## src/rtl/display_pkg.sv

```systemverilog
// ---------------------------------------------------------------------------
// display_pkg
// Shared types and constants for the multiplexed 7-segment display path.
//   seg7_t        : segment vector {g,f,e,d,c,b,a}, active-high
//   SEG_BLANK     : all segments off
//   HEX_TO_SEG    : hex nibble (index) to segment pattern
//   scan_state_e  : scan controller states
// ---------------------------------------------------------------------------
package display_pkg;

  typedef logic [6:0] seg7_t;

  localparam seg7_t SEG_BLANK = 7'h00;

  localparam seg7_t HEX_TO_SEG [16] = '{
    7'h3F, 7'h06, 7'h5B, 7'h4F, 7'h66, 7'h6D, 7'h7D, 7'h07,
    7'h7F, 7'h6F, 7'h77, 7'h7C, 7'h39, 7'h5E, 7'h79, 7'h71
  };

  typedef enum logic [1:0] {
    OFF   = 2'd0,
    SHOW  = 2'd1,
    GUARD = 2'd2
  } scan_state_e;

endpackage

```

## src/rtl/seg7_hex_decoder.sv

```systemverilog
// ---------------------------------------------------------------------------
// seg7_hex_decoder
// Purely combinational hex nibble to 7-segment pattern lookup.
//   i_nibble : 4-bit hex value
//   o_seg    : {g,f,e,d,c,b,a}, active-high
// ---------------------------------------------------------------------------
module seg7_hex_decoder
  import display_pkg::*;
(
  input  logic [3:0] i_nibble,
  output seg7_t      o_seg
);

  assign o_seg = HEX_TO_SEG[i_nibble];

endmodule

```

## src/rtl/display_scan_controller.sv

```systemverilog
// ---------------------------------------------------------------------------
// display_scan_controller
// Time-multiplexes NUM_DIGITS hex digits onto one shared segment bus with
// one-hot digit enables and blank guard gaps between digits. New frames
// arrive over a valid/ready handshake into a pending buffer and are copied
// to the active buffer only at frame boundaries (or while OFF).
//   clk, rst_n   : clock, asynchronous active-low reset
//   enable       : 1 = scan, 0 = all digits off
//   load_valid   : frame offered
//   load_ready   : pending buffer empty
//   load_data    : nibble per digit, digit i = [4i+3:4i]
//   load_dp      : decimal point per digit
//   load_blank   : 1 = digit shows no segments
//   seg_out      : {g,f,e,d,c,b,a}, registered
//   dp_out       : decimal point, registered
//   digit_en     : one-hot digit enable, registered
// ---------------------------------------------------------------------------
module display_scan_controller
  import display_pkg::*;
#(
  parameter int NUM_DIGITS   = 4,
  parameter int REFRESH_DIV  = 1000,
  parameter int GUARD_CYCLES = 2
) (
  input  logic                    clk,
  input  logic                    rst_n,
  input  logic                    enable,
  input  logic                    load_valid,
  output logic                    load_ready,
  input  logic [4*NUM_DIGITS-1:0] load_data,
  input  logic [NUM_DIGITS-1:0]   load_dp,
  input  logic [NUM_DIGITS-1:0]   load_blank,
  output seg7_t                   seg_out,
  output logic                    dp_out,
  output logic [NUM_DIGITS-1:0]   digit_en
);

  localparam int IDX_W  = $clog2(NUM_DIGITS);
  localparam int CNT_W  = (REFRESH_DIV > 1) ? $clog2(REFRESH_DIV) : 1;
  localparam int GCNT_W = (GUARD_CYCLES > 1) ? $clog2(GUARD_CYCLES) : 1;

  localparam logic [IDX_W-1:0]  IDX_LAST  = IDX_W'(NUM_DIGITS - 1);
  localparam logic [CNT_W-1:0]  CNT_LAST  = CNT_W'(REFRESH_DIV - 1);
  localparam logic [GCNT_W-1:0] GCNT_LAST = GCNT_W'((GUARD_CYCLES > 0) ? GUARD_CYCLES - 1 : 0);

  // Scan state
  scan_state_e         r_state;
  logic [IDX_W-1:0]    r_index;
  logic [CNT_W-1:0]    r_cnt;
  logic [GCNT_W-1:0]   r_gcnt;

  scan_state_e         w_state_next;
  logic [IDX_W-1:0]    w_index_next;
  logic [CNT_W-1:0]    w_cnt_next;
  logic [GCNT_W-1:0]   w_gcnt_next;
  logic [IDX_W-1:0]    w_index_inc;
  logic                w_wrap;

  // Frame buffers
  logic [4*NUM_DIGITS-1:0] r_act_data,  r_pend_data;
  logic [NUM_DIGITS-1:0]   r_act_dp,    r_pend_dp;
  logic [NUM_DIGITS-1:0]   r_act_blank, r_pend_blank;
  logic                    r_pend_full;
  logic                    r_load_ready;

  logic [4*NUM_DIGITS-1:0] w_act_data_next;
  logic [NUM_DIGITS-1:0]   w_act_dp_next;
  logic [NUM_DIGITS-1:0]   w_act_blank_next;
  logic                    w_commit;
  logic                    w_xfer;
  logic                    w_pend_full_next;

  // Output path
  logic [3:0]            w_nibble [NUM_DIGITS];
  logic [NUM_DIGITS-1:0] w_onehot;
  seg7_t                 w_dec_seg;
  seg7_t                 w_seg_next;
  logic                  w_dp_next;
  logic [NUM_DIGITS-1:0] w_digit_en_next;
  seg7_t                 r_seg;
  logic                  r_dp;
  logic [NUM_DIGITS-1:0] r_digit_en;

  // ---------------- FSM: state register ----------------
  always_ff @(posedge clk or negedge rst_n) begin
    if (!rst_n) begin
      r_state <= OFF;
      r_index <= '0;
      r_cnt   <= '0;
      r_gcnt  <= '0;
    end else begin
      r_state <= w_state_next;
      r_index <= w_index_next;
      r_cnt   <= w_cnt_next;
      r_gcnt  <= w_gcnt_next;
    end
  end

  assign w_index_inc = (r_index == IDX_LAST) ? '0 : r_index + 1'b1;

  // ---------------- FSM: next-state logic ----------------
  // w_wrap flags the edge where the index rolls over to digit 0, which is
  // the frame boundary used for committing the pending frame.
  always_comb begin
    w_state_next = r_state;
    w_index_next = r_index;
    w_cnt_next   = r_cnt;
    w_gcnt_next  = r_gcnt;
    w_wrap       = 1'b0;
    if (!enable) begin
      w_state_next = OFF;
      w_index_next = '0;
      w_cnt_next   = '0;
      w_gcnt_next  = '0;
    end else begin
      unique case (r_state)
        OFF: begin
          w_state_next = SHOW;
          w_index_next = '0;
          w_cnt_next   = '0;
        end
        SHOW: begin
          if (r_cnt == CNT_LAST) begin
            w_cnt_next = '0;
            if (GUARD_CYCLES > 0) begin
              w_state_next = GUARD;
              w_gcnt_next  = '0;
            end else begin
              w_index_next = w_index_inc;
              w_wrap       = (r_index == IDX_LAST);
            end
          end else begin
            w_cnt_next = r_cnt + 1'b1;
          end
        end
        GUARD: begin
          if (r_gcnt == GCNT_LAST) begin
            w_state_next = SHOW;
            w_cnt_next   = '0;
            w_index_next = w_index_inc;
            w_wrap       = (r_index == IDX_LAST);
          end else begin
            w_gcnt_next = r_gcnt + 1'b1;
          end
        end
        default: begin
          w_state_next = OFF;
        end
      endcase
    end
  end

  // ---------------- Handshake and double buffer ----------------
  // Commit requires a full pending buffer, and a transfer requires an empty
  // one, so a commit cycle can never also accept a new frame.
  assign w_commit         = r_pend_full & ((r_state == OFF) | w_wrap);
  assign w_xfer           = load_valid & r_load_ready;
  assign w_pend_full_next = w_xfer | (r_pend_full & ~w_commit);

  assign w_act_data_next  = w_commit ? r_pend_data  : r_act_data;
  assign w_act_dp_next    = w_commit ? r_pend_dp    : r_act_dp;
  assign w_act_blank_next = w_commit ? r_pend_blank : r_act_blank;

  always_ff @(posedge clk or negedge rst_n) begin
    if (!rst_n) begin
      r_act_data   <= '0;
      r_act_dp     <= '0;
      r_act_blank  <= '1;
      r_pend_data  <= '0;
      r_pend_dp    <= '0;
      r_pend_blank <= '1;
      r_pend_full  <= 1'b0;
      r_load_ready <= 1'b1;
    end else begin
      r_act_data  <= w_act_data_next;
      r_act_dp    <= w_act_dp_next;
      r_act_blank <= w_act_blank_next;
      if (w_xfer) begin
        r_pend_data  <= load_data;
        r_pend_dp    <= load_dp;
        r_pend_blank <= load_blank;
      end
      r_pend_full  <= w_pend_full_next;
      r_load_ready <= ~w_pend_full_next;
    end
  end

  // ---------------- FSM: output logic ----------------
  // Outputs are decoded from the post-edge state and buffer contents and
  // then registered, so enables, segments and dp all switch on one edge.
  for (genvar gi = 0; gi < NUM_DIGITS; gi++) begin : g_digit
    assign w_nibble[gi] = w_act_data_next[4*gi +: 4];
    assign w_onehot[gi] = (w_index_next == IDX_W'(gi));
  end

  seg7_hex_decoder u_decoder (
    .i_nibble (w_nibble[w_index_next]),
    .o_seg    (w_dec_seg)
  );

  always_comb begin
    w_digit_en_next = '0;
    w_seg_next      = SEG_BLANK;
    w_dp_next       = 1'b0;
    if (w_state_next == SHOW) begin
      w_digit_en_next = w_onehot;
      if (!w_act_blank_next[w_index_next]) begin
        w_seg_next = w_dec_seg;
        w_dp_next  = w_act_dp_next[w_index_next];
      end
    end
  end

  always_ff @(posedge clk or negedge rst_n) begin
    if (!rst_n) begin
      r_seg      <= SEG_BLANK;
      r_dp       <= 1'b0;
      r_digit_en <= '0;
    end else begin
      r_seg      <= w_seg_next;
      r_dp       <= w_dp_next;
      r_digit_en <= w_digit_en_next;
    end
  end

  assign seg_out    = r_seg;
  assign dp_out     = r_dp;
  assign digit_en   = r_digit_en;
  assign load_ready = r_load_ready;

endmodule

```

## config.mk

```make
export PLATFORM = sky130hd
export DESIGN_NAME = display_scan_controller
export DESIGN_NICKNAME = d
export VERILOG_FILES = /design/src/rtl/display_pkg.sv /design/src/rtl/seg7_hex_decoder.sv /design/src/rtl/display_scan_controller.sv
export SDC_FILE = /design/constraint.sdc
export NUM_CORES = 1
export LEC_CHECK = 0
export BUFFER_PORTS_ARGS = -buffer_cell sky130_fd_sc_hd__buf_2
export CAP_MARGIN = 15
export CORE_ASPECT_RATIO = 0.5
export CORE_MARGIN = 8
export CORE_UTILIZATION = 60
export CTS_CLUSTER_DIAMETER = 120
export CTS_CLUSTER_SIZE = 30
export DETAILED_ROUTE_END_ITERATION = 12
export PLACE_DENSITY = 0.93
export RECOVER_POWER = 25
export REMOVE_ABC_BUFFERS = 1
export SLEW_MARGIN = 25
export SYNTH_ARGS = -nofsm -noshare
export SYNTH_HDL_FRONTEND = slang
export SYNTH_SLANG_ARGS = --single-unit
export TNS_END_PERCENT = 10
```

## constraint.sdc

```tcl
create_clock -name clk -period 8.1 [get_ports clk]
set_clock_uncertainty 0.2 [all_clocks]
set_input_delay 1.215 -clock clk [delete_from_list [all_inputs] [get_ports clk]]
set_output_delay 1.215 -clock clk [all_outputs]
set_load 0.01 [all_outputs]
```

**After elaboration in Yosys (flattened, before gate mapping)**

Memory sizes are Yosys's and may differ from the RTL's.
Index checks and enable logic that the tools add are counted.

- Add/subtract/negate cells: 3
- Order comparisons: 3
- Equal/unequal tests: 12
- Multiplexer cells: 36
- Bitwise operators: 9
- Reductions and logical operators: 4

Operators by type and width:

| kind | number |
|---|---|
| $mux W10 | 3 |
| $pmux W10 S3 | 1 |
| $mux W7 | 4 |
| $mux W4 | 5 |
| $mux W16 | 1 |
| $mux W2 | 6 |
| $add A10 B1 Y10 const B | 1 |
| $eq A10 B10 Y1 const B | 1 |
| $mux W1 | 10 |
| $bmux W4 S2 | 1 |
| $eq A2 B2 Y1 const B | 4 |
| $eq A2 B1 Y1 const B | 3 |
| $ne A3 B3 Y1 const B | 2 |
| $pmux W2 S3 | 1 |
| $ge A5 B5 Y1 const B | 1 |
| $not A4 Y5 | 1 |
| $bmux W1 S2 | 2 |
| $logic_not A2 Y1 | 2 |
| $ne A4 B1 Y1 const B | 1 |
| $pmux W2 S2 | 1 |
| $reduce_and A2 Y1 | 2 |
| $and A1 B1 Y1 | 3 |
| $ge A3 B3 Y1 const B | 1 |
| $lt A2 B3 Y1 const B | 1 |
| other kinds (7) | 9 |

- Flip-flop bits (word level): 77
- ROM bits: 112
- Input port bits: 28
- Output and inout port bits: 13
- Memories: 1

Memories:

| memory | words | bits a word | read ports | clocked after memory_dff | wr ports | line | RTL |
|---|---|---|---|---|---|---|---|
| (no name shown) | 16 | 7 | 1 | 0 | 0 | seg7_hex_decoder.sv:14 | `assign o_seg = HEX_TO_SEG[i_nibble];` |

**Longest topological paths before layout**

- Depth after elaboration: 16
- Depth in mapped cells: 15
- Gate-level depth less buffers: 13

**Cells and area by module**

From an unflattened synthesis, not the netlist that was laid out.

- Cells, all modules: 306
- Area, all modules: 3,656.0 µm²

Modules (own cells, without submodules):

| module | instances | cells each | area an instance (µm²) | seq. area each (µm²) |
|---|---|---|---|---|
| display_scan_controller | 1 | 273 | 3,365.7 | 1,938.1 |
| seg7_hex_decoder | 1 | 33 | 290.3 | 0.0 |

**Worst setup path before layout**

Ideal clock, no wire load.

- Kind: in2reg
- Start: input enable
- End: register r_seg[3] (netlist: seg_out[3])
- Setup time: 0.075 ns
- Arrival: 3.708 ns
- Required time: 7.825 ns
- Slack: 4.117 ns
- Stages on the path: 10
- Path buffers: 1
- Path through: nand3_2 > a211oi_4 > buf_2 > mux2_2 > o22a_1 > nand3_1 > inv_1 > ha_1 > mux4_1 > nor2_1

- Longest elaborated chain between the ends: 13
- Elaborated cells on any way between the ends: 20

RTL lines:

| what | line | RTL |
|---|---|---|
| from (decl) | display_scan_controller.sv:27 | `input logic enable,` |
| $mux W1 | display_scan_controller.sv:110 | `if (!enable) begin` |
| $or A1 B1 Y1 | display_scan_controller.sv:156 | `assign w_commit = r_pend_full & ((r_state == OFF) \| w_wrap);` |
| $and A1 B1 Y1 | display_scan_controller.sv:156 |  |
| $mux W16 | display_scan_controller.sv:160 | `assign w_act_data_next = w_commit ? r_pend_data : r_act_data;` |
| named net w_act_data_next[8] | display_scan_controller.sv:66 | `logic [4*NUM_DIGITS-1:0] w_act_data_next;` |
| $bmux W4 S2 | display_scan_controller.sv:197 | `.i_nibble (w_nibble[w_index_next]),` |
| $mux W4 (not written as such) (2 in a row) | display_scan_controller.sv:197 |  |
| $not A4 Y5 (not written as such) | seg7_hex_decoder.sv:14 |  |
| $mem_v2 Z16 W7 | -- |  |
| $mux W7 (not written as such) (2 in a row) | seg7_hex_decoder.sv:14 |  |
| $mux W7 | display_scan_controller.sv:207 | `if (!w_act_blank_next[w_index_next]) begin` |
| $mux W7 | display_scan_controller.sv:205 | `if (w_state_next == SHOW) begin` |
| named net w_seg_next[3] | display_scan_controller.sv:77 | `seg7_t w_seg_next;` |
| to (signal assigned) | display_scan_controller.sv:220 | `r_seg <= w_seg_next;` |
| to (decl) | display_scan_controller.sv:80 | `seg7_t r_seg;` |

The timed path passes the listed nets, and every way through them passes these cells. The select of a mux whose other input is x is not followed.
A chain may end at the register's enable or synchronous reset.

==> impl_metrics.yaml <==
sta:
  tns_ns: 0
  setup_slack_ns: 3.395
  rsz0062_at_grt: "no"
  hold_viol: 0
  timing.final.crit_share_pct: 58.09
  slew_headroom_pct: -159.6
  final_max_slew_viol_count: 78
  finalSetupViolCount: 0
  tightestPinTransition_ns: 3.894
  fin_hold_ws_ns: 0.3060
  fin_crit_ns: 4.705
  fmax_mhz: 212.5
worst_setup_path:
  cp-start-kind: "primary input"
  crit_slowest_cell: "clkbuf_1"
  cp_max_fo: 77
  critical-path-max-stage-delay_ns: 2.74
  crit_required_ns: 7.45
  worst-setup-path-type: "in -> async"
  cp.arrival_ns: 4.05
  cp_cell_sequence: "buf_2 > clkbuf_1"
  cp_top_family: "buffers and inverters"
  crit_buf_inv: 2
  end_kind: "asynchronous set/reset pin"
synth:
  synth_edf_count: 0
  synth_area_per_cell_sq_um: 12.24
  syn-instance-count: 288
  ys_seq_elements: 77
  seq_area_frac_synth_pct: 54.99
  synth_area_sq_um: 3525
  ys_async_sr_fraction_pct: 100.0
  yosysWarnings: 0
  ys_types: 47
  ys.flop_type: "dfrtp_1"
die:
  start_util_pct: 63.09
  core_area_sq_um: 5587
  rows: 19
  io_pins: 41
  die_area_sq_um: 8732
  die_h_um: 70.20
  die_w_um: 124.4
drt:
  vias_per_cell: 6.260
  routed_wl_um: 8594
  dr.pass1.iters: 8
  drtIter0Drc: 232
  avgRoutedWirePerCell_um: 21.12
  ant_nets: 0
  drc: 0
  vias: 2548
clocking:
  post_cts_buffers: 0
  clk_latency_ns: 0.34
  post_cts_resized: 0
  cts_max_level: 3
  path_clk_slew_ns: 0.06
  cts_root_buffer: "clkbuf_16"
  cts_hold_buf: 0
  cts_num_sinks: 77
  cts_buffer_depth: 2
  tritoncts: "done"
  numCtsBuffers: 9
min_path:
  min-delay-path-class: "reg -> reg"
power_and_ir_drop:
  ir_drop_mv: 0.2066
  powerDensity_nw_per_um2: 306.9
  power.leakage_uw: 0.001894
global_routing:
  grt_max_degree: 78
  grt_pass1_vias: 2662
  grt.total_usage_pct: 19.56
  gr-total-overflow: 0
  grt_pass1_wl_um: 13650
  antenna_found_initial: 0
placement:
  dpl.hpwl_um: 5042
  gp_congestion: 0.8008
  dp_worst_setup_slack_ns: 3.357
  portBuffers: 40
  placed_cells: 391
status:
  violations: "max-capacitance violations, max-slew violations"
  status: "finished with violations"
cells_and_area:
  diodes: 0
  synthToLayoutAreaGrowth_pct: 15.83
  fin_cells: 407
  finalNetCount: 365
  layout-drive-gt1-share_pct: 34.73
flow_run:
  max_cap_viol_count: 1
-- final cells by class --
type | instances | area, sq um
sequential | 77 | 1938
fill | 292 | 1504
multi-input combinational | 183 | 1474
clock buffer | 11 | 232.7
timing repair buffer | 42 | 211.5
tap | 73 | 91.34
clock inverter | 5 | 75.07
inverter | 16 | 60.06
-- Yosys cell counts, types with 2 or more instances --
cell | number | share of area (%)
ha_1 | 8 | 2.8
dfstp_2 | 9 | 6.7
mux2i_1 | 15 | 4.3
nand2_1 | 16 | 1.7
nor2_1 | 18 | 1.9
xor2_1 | 5 | 1.2
or3_1 | 3 | 0.53
o22a_1 | 2 | 0.50
nand4b_1 | 3 | 0.75
clkbuf_1 | 5 | 0.53
nand4_1 | 5 | 0.89
nand3_1 | 12 | 1.7
mux2_2 | 45 | 14
nor3_1 | 6 | 0.85
a221oi_1 | 3 | 0.75
and3_1 | 5 | 0.89
inv_1 | 14 | 1.5
o211ai_1 | 2 | 0.43
buf_2 | 6 | 0.85
o21ai_0 | 5 | 0.71
a21oi_1 | 6 | 0.85
nor2b_1 | 3 | 0.53
dfrtp_1 | 68 | 48
-- cell families (layout without fill, tap and decap cells) --
| group | after synthesis | after routing | synth area share (%) |
|---|---|---|---|
| AND/OR/NAND/NOR | 78 | 78 | 11.29 |
| flip-flops | 77 | 77 | 54.99 |
| multiplexers | 61 | 61 | 19.38 |
| AO/OA/AOI/OAI | 30 | 30 | 6.604 |
| buffers and inverters | 28 | 74 | 3.408 |
| adder cells (fa/ha/maj) | 8 | 8 | 2.840 |
| XOR/XNOR | 6 | 6 | 1.491 |
-- sequential cells by signal (all words and copies together), names as in the netlist --
signal / flops
digit_en: 4
dp_out: 1
load_ready: 1
r_act_blank: 4
r_act_data: 16
r_act_dp: 4
r_cnt: 10
r_gcnt: 1
r_index: 2
r_pend_blank: 4
r_pend_data: 16
r_pend_dp: 4
r_pend_full: 1
r_state: 2
seg_out: 7
-- metal layers --
layer	wire, um	global-route usage [%]	vias to the layer above
li1	-	-	1110
met1	3402	21.71	1279
met2	4251	32.84	123
met3	583	7.078	36
met4	357	9.934	0
met5	0	0	-
-- per-stage QoR --
step	util [%]	instance area, sq um	total power [uW]
3_5_place_dp	67.50	3771	809.2
3_3_place_gp	67.50	3771	782.2
4_1_cts	73.01	4079	1244
6_report	73.08	4083	1253
2_1_floorplan	-	3465	719.3
5_1_grt	73.08	4083	1299
-- final timing paths --
path                                  startpoint                          end  slack [ns]  cells after the start
max                                        rst_n        digit_en[2]$_DFF_PN0_        3.39                      2
min                        r_act_dp[3]$_DFF_PN0_        r_act_dp[3]$_DFF_PN0_        0.31                      2
max reg2reg                 r_index[1]$_DFF_PN0_         seg_out[3]$_DFF_PN0_        4.48                      9
min reg2reg                r_act_dp[3]$_DFF_PN0_        r_act_dp[3]$_DFF_PN0_        0.31                      2
max in group clk                          enable         seg_out[3]$_DFF_PN0_        3.94                      9
min in group asynchronous                  rst_n  r_pend_data[12]$_DFFE_PN0P_        2.14                      2
-- where the power goes --
| group | leakage [uW] | switching (uW) | internal (uW) | total, uW |
|---|---|---|---|---|
| clock | 0.000153 | 155 | 268 | 423 |
| combinational | 0.000798 | 159 | 133 | 292 |
| sequential | 0.000942 | 50.3 | 488 | 538 |
-- layout by cell type, fill, tap and decap left out, types with 2 or more instances in the layout --
cell type  count
nand4b_1       3
mux2i_1       15
xor2_1         5
o211ai_1       2
inv_1         14
clkbuf_1       3
or3_1          3
nor2_1        18
o21ai_0        5
mux2_2        45
dfstp_2        9
clkinv_2       3
and3_1         5
nand3_1       12
o22a_1         2
buf_2         40
nor2b_1        3
a221oi_1       3
a21oi_1        6
bufinv_16      2
dfrtp_1       68
ha_1           8
clkbuf_16      9
nand2_1       15
nand4_1        5
nor3_1         5
Note: power is estimated with default switching activity, not from simulation.
